**config.mk**
```make
export PLATFORM = sky130hd
export DESIGN_NAME = pixel_sweep
export DESIGN_NICKNAME = d
export VERILOG_FILES = /design/src/rtl/raster_pkg.sv /design/src/rtl/wrap_counter.sv /design/src/rtl/pixel_sweep.sv
export SDC_FILE = /design/constraint.sdc
export NUM_CORES = 1
export LEC_CHECK = 0
export ABC_CLOCK_PERIOD_IN_PS = 3400
export CORE_ASPECT_RATIO = 1.5
export CORE_MARGIN = 2
export CORE_UTILIZATION = 45
export CTS_CLUSTER_DIAMETER = 100
export DETAILED_ROUTE_END_ITERATION = 10
export GPL_ROUTABILITY_DRIVEN = 0
export GPL_TIMING_DRIVEN = 0
export PLACE_DENSITY = 0.8
export SLEW_MARGIN = 25
export SYNTH_ARGS = -nofsm -noshare
export SYNTH_HDL_FRONTEND = slang
export SYNTH_HIERARCHICAL = 1
export SYNTH_SLANG_ARGS = --single-unit
```
**constraint.sdc**
```tcl
create_clock -name clk -period 3.4 [get_ports clk]
set_clock_uncertainty 0.2 [all_clocks]
set_input_delay 1.02 -clock clk [delete_from_list [all_inputs] [get_ports clk]]
set_output_delay 1.02 -clock clk [all_outputs]
set_load 0.02 [all_outputs]
```
**src/rtl/raster_pkg.sv**
```systemverilog
// Shared raster definitions: sweep FSM state type and default frame geometry.
package raster_pkg;

    typedef enum logic [1:0] {IDLE, SWEEP, DONE} sweep_state_t;

    localparam int unsigned FRAME_WIDTH  = 320;
    localparam int unsigned FRAME_HEIGHT = 180;
    localparam int unsigned FRAME_HW     = 9;
    localparam int unsigned FRAME_VW     = 8;

endpackage

```
**src/rtl/wrap_counter.sv**
```systemverilog
// Modulo-(MAX+1) counter with synchronous clear; at_max flags the terminal count.
module wrap_counter #(
    parameter int unsigned MAX = 1,
    parameter int unsigned W   = 1
) (
    input  logic         clk,
    input  logic         rst,
    input  logic         en,
    input  logic         clr,
    output logic [W-1:0] count,
    output logic         at_max
);

    localparam logic [W-1:0] MAX_W = W'(MAX);

    assign at_max = (count == MAX_W);

    always_ff @(posedge clk or posedge rst) begin
        if (rst) begin
            count <= '0;
        end else if (clr) begin
            count <= '0;
        end else if (en) begin
            count <= at_max ? '0 : count + W'(1);
        end
    end

endmodule

```
**src/rtl/pixel_sweep.sv**
```systemverilog
// Raster-order pixel coordinate generator with stall-driven hold and done pulse.
module pixel_sweep
    import raster_pkg::*;
#(
    parameter int unsigned WIDTH  = FRAME_WIDTH,
    parameter int unsigned HEIGHT = FRAME_HEIGHT,
    parameter int unsigned HW     = FRAME_HW,
    parameter int unsigned VW     = FRAME_VW
) (
    input  logic          clk,
    input  logic          rst,
    input  logic          start,
    input  logic          stall,
    output logic [HW-1:0] hcount,
    output logic [VW-1:0] vcount,
    output logic          valid,
    output logic          last,
    output logic          busy,
    output logic          done
);

    localparam logic [HW-1:0] HMAX       = HW'(WIDTH - 1);
    localparam logic [VW-1:0] VMAX       = VW'(HEIGHT - 1);
    localparam logic          FIRST_LAST = (WIDTH == 1) && (HEIGHT == 1);

    sweep_state_t  state;
    logic          accept;
    logic          col_at_max;
    logic          row_at_max;
    logic          cnt_clr;
    logic [HW-1:0] h_next;
    logic [VW-1:0] v_next;
    logic          next_last;

    assign accept  = valid && !stall;
    assign cnt_clr = (state != SWEEP);

    wrap_counter #(
        .MAX (WIDTH - 1),
        .W   (HW)
    ) u_col (
        .clk    (clk),
        .rst    (rst),
        .en     (accept),
        .clr    (cnt_clr),
        .count  (hcount),
        .at_max (col_at_max)
    );

    wrap_counter #(
        .MAX (HEIGHT - 1),
        .W   (VW)
    ) u_row (
        .clk    (clk),
        .rst    (rst),
        .en     (accept && col_at_max),
        .clr    (cnt_clr),
        .count  (vcount),
        .at_max (row_at_max)
    );

    // Coordinates of the pixel that follows the current one; only used on
    // non-final acceptances, so the row increment never overflows.
    always_comb begin
        h_next    = col_at_max ? '0 : hcount + HW'(1);
        v_next    = col_at_max ? vcount + VW'(1) : vcount;
        next_last = (h_next == HMAX) && (v_next == VMAX);
    end

    always_ff @(posedge clk or posedge rst) begin
        if (rst) begin
            state <= IDLE;
            valid <= 1'b0;
            last  <= 1'b0;
            busy  <= 1'b0;
            done  <= 1'b0;
        end else begin
            done <= 1'b0;
            unique case (state)
                IDLE: begin
                    if (start) begin
                        state <= SWEEP;
                        valid <= 1'b1;
                        busy  <= 1'b1;
                        last  <= FIRST_LAST;
                    end
                end
                SWEEP: begin
                    if (accept) begin
                        if (last) begin
                            state <= DONE;
                            valid <= 1'b0;
                            last  <= 1'b0;
                            done  <= 1'b1;
                        end else begin
                            last <= next_last;
                        end
                    end
                end
                DONE: begin
                    state <= IDLE;
                    busy  <= 1'b0;
                end
                default: begin
                    state <= IDLE;
                    valid <= 1'b0;
                    last  <= 1'b0;
                    busy  <= 1'b0;
                end
            endcase
        end
    end

    // row_at_max is implied by last; kept visible for the row counter only.
    logic unused_row_at_max;
    assign unused_row_at_max = row_at_max;

endmodule
```
==> metrics.md, run 1 <==
| Metric | Value |
|---|---|
| Top_reg_cell synth | dfrtp_1 |
| Io pins | 25 |
| Max Cap Viol | 0 |
| Antenna violations before repair | 0 |
| Min-delay worst type | flip-flop to flip-flop |
| Critical Path Sink Type | flip-flop |
| Worst-path clk slew | 0.08 ns |
| Setup CP Type | primary input to flip-flop |
| # rows | 24 |
| Most frequent cells in the layout | 24 x clkdlybuf4s50_1, 23 x dfrtp_1, 10 x nand2_1, 9 x a21oi_1 |
| Clock Power Share | 0.258 |
| Mapped cell area | 1335 um2 |
| Highest metal layer with signal wires | met4 |
| Port Buffers | 24 |
| Placed cells | 192 |
| Sw Share | 0.3241 |
| Clock sinks | 23 |
| Mapped Nets | 136 |
| Crit path launch type | primary input |
| CTS Hold Bufs | 0 |
| Largest net degree at the start of global routing | 13 |
| Vias per cell | 5.704 |
| Final Worst Setup Slack | 0.6331 ns |
| Depth of the CTS H-tree | 1 |
| Synth warnings | 6 |
| Fmax | 361.4 MHz |
| Worst-margin pin slew | 0.4792 ns |
| Die height | 70.71 um |
| Worst rel slew slack | 0.6786 |
| Setup tns final | 0 ns |
| Worst path required time | 3.40 ns |
| Full die area | 3427 um2 |
| Post-CTS setup buffer count | 0 |
| P_sw | 0.2150 mW |
| DRT Pass-1 Iters | 4 |
| Num CTS Buffers | 3 |
| First-pass GRT wire length | 4.988 mm |
| Antenna cells | 0 |
| Crit path DAT | 2.77 ns |
| Sequential area share after synthesis | 0.4311 |
| Final setup fails | 0 |
| Starting Density | 0.4631 |
| WL/cell | 15.25 um |
| Int Power | 0.4484 mW |
| Sequential Power Share | 0.509 |
| Met3 WL | 112 um |
| Number of flops mapped to enable cells by yosys | 0 |
| Tot GR Track Use | 0.1839 |
| Die Span X | 48.47 um |
| Clock Path Buffers | 2 |
| Layout area overhead | 25.02% |
| Final WL | 2.989 mm |
| Most common cell after layout, fill and taps aside | clkdlybuf4s50_1 |
| Met2 Routed Length | 1.614 mm |
| DRC | 0 |
| Initial drt markers | 27 |
| GRT overflow | 0 |
| Post-synthesis async set-or-reset flop share | 1.000 |
| Met1 Wirelength | 1.230 mm |
| CTS root buf | clkbuf_8 |
| RSZ-0062 raised after global routing | no |
| Gate Count Post-Synth | 129 |
| Distinct cells, synth | 44 |
| Power share of the combinational group | 0.232 |
| Worst-Skew Late Latency | 0.26 ns |
| Status | finished, final reports clean |
| Nets | 165 |
| Min cycle time layout | 2.767 ns |
| Core area | 2883 um2 |
| Layout fillers | 276 |
| Pre-CTS WS | 0.3696 ns |
| Share of cells above drive strength 1 | 0.1338 |
| P_leak | 0.6604 nW |
| VDD IR-drop max | 0.2890 mV |
| Worst Path Max Fanout | 8 |
| Vias in the first global route | 1122 |
| TritonCTS clock tree | yes |
| Yosys reg bits | 23 |
| Max Slew Vio Count | 0 |
| Pwr/cell area | 397.5 nW/um2 |
| Fin crit share | 0.8138 |
| DRT antenna net count | 0 |
| Dpl hpwl | 2.247 mm |
| Resize count post-CTS | 0 |
| Avg Cell Area, Syn | 10.35 um2 |
| Via count | 1118 |
| Fin cells | 196 |
| Fin. Hold Viols | 0 |
| Hold Slack | 0.3118 ns |
worst paths after layout:
path                                     start              to  slack, ns  cells after the start
worst max-delay path                     stall  u_col/count[7]       0.63                      6
worst min-delay path                     valid           valid       0.31                      2
max in group asynchronous                  rst  u_col/count[2]       1.83                      2
worst max register to register  u_col/count[0]  u_row/count[4]       1.05                      8
worst min register to register           valid           valid       0.31                      2
min in group asynchronous                  rst        state[1]       0.83                      2
flip-flops by register name, indices dropped and copies added (netlist names):
register,cells
state,2
last,1
u_row/count,8
busy,1
done,1
u_col/count,9
valid,1
cells by family (layout without fill, tap and decap cells):
family,after synthesis,count (layout),synth area share
mux,2,2,0.01593
xor+xnor,7,7,0.04592
compound gates,33,33,0.1902
flops,23,23,0.4311
fa+ha+maj,3,3,0.02812
buf+inv,10,38,0.04029
simple gates,51,51,0.2484
Yosys cell counts, types with 2 or more instances:
cell type  count  area (um2)
a211oi_1       2       15.01
a21oi_1        9       45.04
a41oi_1        2       17.52
and2_1         2       12.51
buf_6          2       22.52
dfrtp_1       23       575.6
ha_1           3       37.54
inv_1          6       22.52
nand2_1       10       37.54
nand2b_1       3       18.77
nand3_1        5       25.02
nand4_1        3       18.77
nand4b_1       4       35.03
nor2_1         8       30.03
nor2b_1        3       18.77
o21ai_0        8       40.04
o31ai_1        2       15.01
or3_2          2       15.01
or4_4          2       22.52
xor2_1         6       52.55
power groups by stage:
stage          logic [mW]  registers, mW  clock network (mW)
3_5_place_dp        0.155          0.343                   0
2_1_floorplan      0.0715          0.357                   0
6_report            0.154          0.338               0.171
4_1_cts             0.156          0.337               0.175
5_1_grt             0.168          0.342               0.185
3_3_place_gp        0.146          0.343                   0
through the flow:
stage,cell area (um2),power [mW],utilization
global placement,1624,0.4890,0.5634
CTS,1669,0.6677,0.5790
finish,1669,0.6634,0.5790
floorplan,1335,0.4289,-
detailed placement,1624,0.4979,0.5634
global route,1669,0.6950,0.5790
per-layer routing:
layer | global-route usage | vias up
met5 | 0 | -
met4 | 0.07302 | 0
met3 | 0.03797 | 4
met2 | 0.3426 | 27
met1 | 0.2022 | 556
li1 | - | 531
final cells by class:
class,count,area [um2],share of cell area
Multi-Input combinational cell,96,705.7,0.4228
Sequential cell,23,575.6,0.3448
Timing Repair Buffer,24,240.2,0.1439
Tap cell,39,48.80,0.02924
Clock buffer,4,45.04,0.02699
Buffer,3,27.53,0.01649
Inverter,7,26.28,0.01574
critical path, cell delays in order:
cell and delay [ns]:
clkdlybuf4s50_1 0.42, nor2b_1 0.25, buf_2 0.27, o211ai_4 0.12, or4_4 0.54, a21oi_2 0.14
No activity file was read; power rests on OpenSTA's default activity.
==> run 2, diff against run 1 <==
--- a/config.mk
+++ b/config.mk
@@ -5,7 +5,7 @@
 export SDC_FILE = /design/constraint.sdc
 export NUM_CORES = 1
 export LEC_CHECK = 0
-export ABC_CLOCK_PERIOD_IN_PS = 3400
+export ABC_CLOCK_PERIOD_IN_PS = 2600
 export CORE_ASPECT_RATIO = 1.5
 export CORE_MARGIN = 2
 export CORE_UTILIZATION = 45
==> constraint.sdc (replaced) <==
create_clock -name clk -period 2.6 [get_ports clk]
set_clock_uncertainty 0.2 [all_clocks]
set_input_delay 0.78 -clock clk [delete_from_list [all_inputs] [get_ports clk]]
set_output_delay 0.78 -clock clk [all_outputs]
set_load 0.02 [all_outputs]
==> run 2 against run 1 <==
- critical path depth decreased by 5
- first-iteration DRC count down 37%
- global-route usage is the same
- design area rose by 0.15%
- largest cell class unchanged
==> metrics.md, run 2 (synthesis gave the netlist of run 1 again) <==
| Metric | Value |
|---|---|
| Antenna cells | 0 (unchanged) |
| Worst reg-to-reg setup slack | 0.24 ns (-0.81 ns) |
| Clock sinks | 23 (unchanged) |
| Placed cell areas | 1624 um2 (unchanged) |
| Met2 Usage GRT | 0.3426 (unchanged) |
| Final setup fails | 0 (unchanged) |
| CTS Hold Bufs | 0 (unchanged) |
| WL/cell | 15.28 um (+0.17%) |
| Fin crit share | 0.9530 |
| Worst Path Max Fanout | 8 (unchanged) |
| Final Worst Setup Slack | 0.1222 ns (-0.5109 ns) |
| Setup CP Type | flip-flop to primary output |
| Final WL | 2.994 mm (+0.17%) |
| Worst path required time | 1.62 ns (-1.78 ns) |
| Worst-Skew Late Latency | 0.26 ns (about the same) |
| Int Power | 0.5868 mW (+31%) |
| Depth of the CTS H-tree | 1 (unchanged) |
| HP Start | valid |
| Slowest stage delay, CP | 0.68 ns (+0.14 ns) |
| Pre-CTS WS | -0.1904 ns (-0.5600 ns) |
| Vias in the first global route | 1122 (unchanged) |
| RR Startpoint | u_col/count[0] |
| Antenna violations before repair | 0 (unchanged) |
| Most common cell after layout, fill and taps aside | clkdlybuf4s50_1 |
| Clock Path Buffers | 2 (unchanged) |
| Largest net degree at the start of global routing | 13 (unchanged) |
| Max Slew Vio Count | 0 (unchanged) |
| Num CTS Buffers | 3 (unchanged) |
| Worst-path clk slew | 0.08 ns (about the same) |
| Status | finished, final reports clean |
| Most frequent cells in the layout | 24 x clkdlybuf4s50_1, 23 x dfrtp_1, 10 x nand2_1, 9 x a21oi_1 |
| Fmax | 403.6 MHz |
| GR Layer Usage met3 | 0.03797 (unchanged) |
| Max reg flops | 9 (unchanged) |
| Starting Density | 0.4631 (unchanged) |
| Met1 Use GR | 0.2022 (unchanged) |
| Die Span X | 48.47 um (unchanged) |
| Tot GR Track Use | 0.1839 (unchanged) |
| TritonCTS clock tree | yes |
| Hold EP | valid |
| Critical Path Sink Type | primary output |
| Worst Hold Depth | 2 (unchanged) |
| Sequential Power Share | 0.510 (about the same) |
| Critical Path, Cell by Cell | clkdlybuf4s50_1 |
| Fin. Hold Viols | 0 (unchanged) |
| Setup tns final | 0 ns (unchanged) |
| Reg2reg path depth | 8 (unchanged) |
| CTS root buf | clkbuf_8 |
| Placed cells | 192 (unchanged) |
| P_sw | 0.2820 mW (+31%) |
| Fin cells | 196 (unchanged) |
| Min-delay worst type | flip-flop to flip-flop |
| Dpl hpwl | 2.247 mm (unchanged) |
| VDD IR-drop max | 0.3778 mV (+31%) |
| Top Usage Layer GRT | met2 |
| Vias per cell | 5.699 (about the same) |
| Largest reg by FF count | u_col/count |
| Core area | 2883 um2 (unchanged) |
| Worst path bufs/invs | 1 (-1) |
| Port Buffers | 24 (unchanged) |
| Die height | 70.71 um (unchanged) |
| Clock Power Share | 0.258 (about the same) |
| CP top delay family | buffers and inverters |
| Worst-margin pin slew | 0.4767 ns (-0.002507 ns) |
| Slowest CP cell | clkdlybuf4s50_1 |
| DRT Pass-1 Iters | 4 (unchanged) |
| Worst rel slew slack | 0.6803 (+0.001681) |
| Crit path launch type | flip-flop |
| Full die area | 3427 um2 (unchanged) |
| Pwr/cell area | 519.7 nW/um2 (+31%) |
| Hold Slack | 0.3130 ns (+0.001230 ns) |
| Power share of the combinational group | 0.233 (about the same) |
| Largest regs | u_col/count x9, u_row/count x8, state x2 |
| Max Cap Viol | 0 (unchanged) |
| Share of cells above drive strength 1 | 0.1401 (+0.006369) |
| # rows | 24 (unchanged) |
| Sw Share | 0.3245 (+0.0004743) |
| Nets | 165 (unchanged) |
| Min cycle time layout | 2.478 ns |
| DRT antenna net count | 0 (unchanged) |
| P_leak | 0.6623 nW (+0.28%) |
| Finished Cell Area | 1672 um2 (+0.15%) |
| Layout area overhead | 25.21% |
| First-pass GRT wire length | 4.988 mm (unchanged) |
| Crit path DAT | 1.50 ns (-1.27 ns) |
| Initial drt markers | 17 (-37%) |
| DRC | 0 (unchanged) |
| GRT overflow | 0 (unchanged) |
| Reg2reg end | u_row/count[4] |
| Via count | 1117 (-0.089%) |
| Io pins | 25 (unchanged) |
| RSZ-0062 raised after global routing | no |
==> run 2: what timing repair did <==
action | 4_1_cts | 5_1_grt
resized for setup | 0 | 1
setup buffers | 0 | 0
endpoints found under the setup margin | 0 | 3
==> run 2: power by group through the flow <==
stage          sequential, mW  combinational (mW)  clock [mW]
2_1_floorplan           0.467              0.0935           0
3_3_place_gp            0.448               0.191           0
3_5_place_dp            0.448               0.203           0
4_1_cts                 0.441               0.203       0.229
5_1_grt                 0.448               0.220       0.242
6_report                0.443               0.202       0.224
==> run 2: worst register-to-register path: cells and delay by family (launching register included) <==
kind                       cells  cell delay (ns)
adders and majority gates      1             0.27
AOI/OAI and AO/OA              2             0.42
and+or+nand+nor                4             0.70
xor gates and xnor gates       1             0.17
DFF                            1             0.50
==> run 2: stage by stage <==
step	util	power, mW
3_3_place_gp	0.5634	0.6395
5_1_grt	0.5799	0.9095
2_1_floorplan	-	0.5609
3_5_place_dp	0.5634	0.6511
6_report	0.5799	0.8688
4_1_cts	0.5790	0.8731
==> run 2: worst max-delay path by stage <==
stage / startpoint / endpoint / slack, ns / cells after the start
after floorplan: stall / u_col/count[7] / 0.41 / 5
after global placement: stall / u_col/count[7] / -0.16 / 6
after detailed placement: stall / u_col/count[7] / -0.19 / 6
after global routing: u_col/count[0] / u_row/count[4] / 0.05 / 8
final: u_col/count[2] / hcount[2] / 0.12 / 1
after CTS: stall / u_col/count[7] / 0.09 / 6
==> run 2: area by class of cell <==
| class | instances | area (um2) |
|---|---|---|
| Buffer | 3 | 27.53 |
| Tap cell | 39 | 48.80 |
| Timing Repair Buffer | 24 | 240.2 |
| Multi-Input combinational cell | 96 | 708.2 |
| Clock buffer | 4 | 45.04 |
| Inverter | 7 | 26.28 |
| Fill cell | 275 | 1211 |
| Sequential cell | 23 | 575.6 |
==> run 2: layer usage <==
metal	up-vias	part of all wire
met4	0	0.011
met1	553	0.41
met2	30	0.54
met3	4	0.041
li1	530	-
met5	-	0
==> run 3, diff against run 2 <==
--- a/config.mk
+++ b/config.mk
@@ -14,7 +14,7 @@
 export GPL_ROUTABILITY_DRIVEN = 0
 export GPL_TIMING_DRIVEN = 0
 export PLACE_DENSITY = 0.8
-export SLEW_MARGIN = 25
+export SLEW_MARGIN = 20
 export SYNTH_ARGS = -nofsm -noshare
 export SYNTH_HDL_FRONTEND = slang
 export SYNTH_HIERARCHICAL = 1
==> results of run 3 <==
No change in the layout: final DEF, timing and power equal those of run 2.
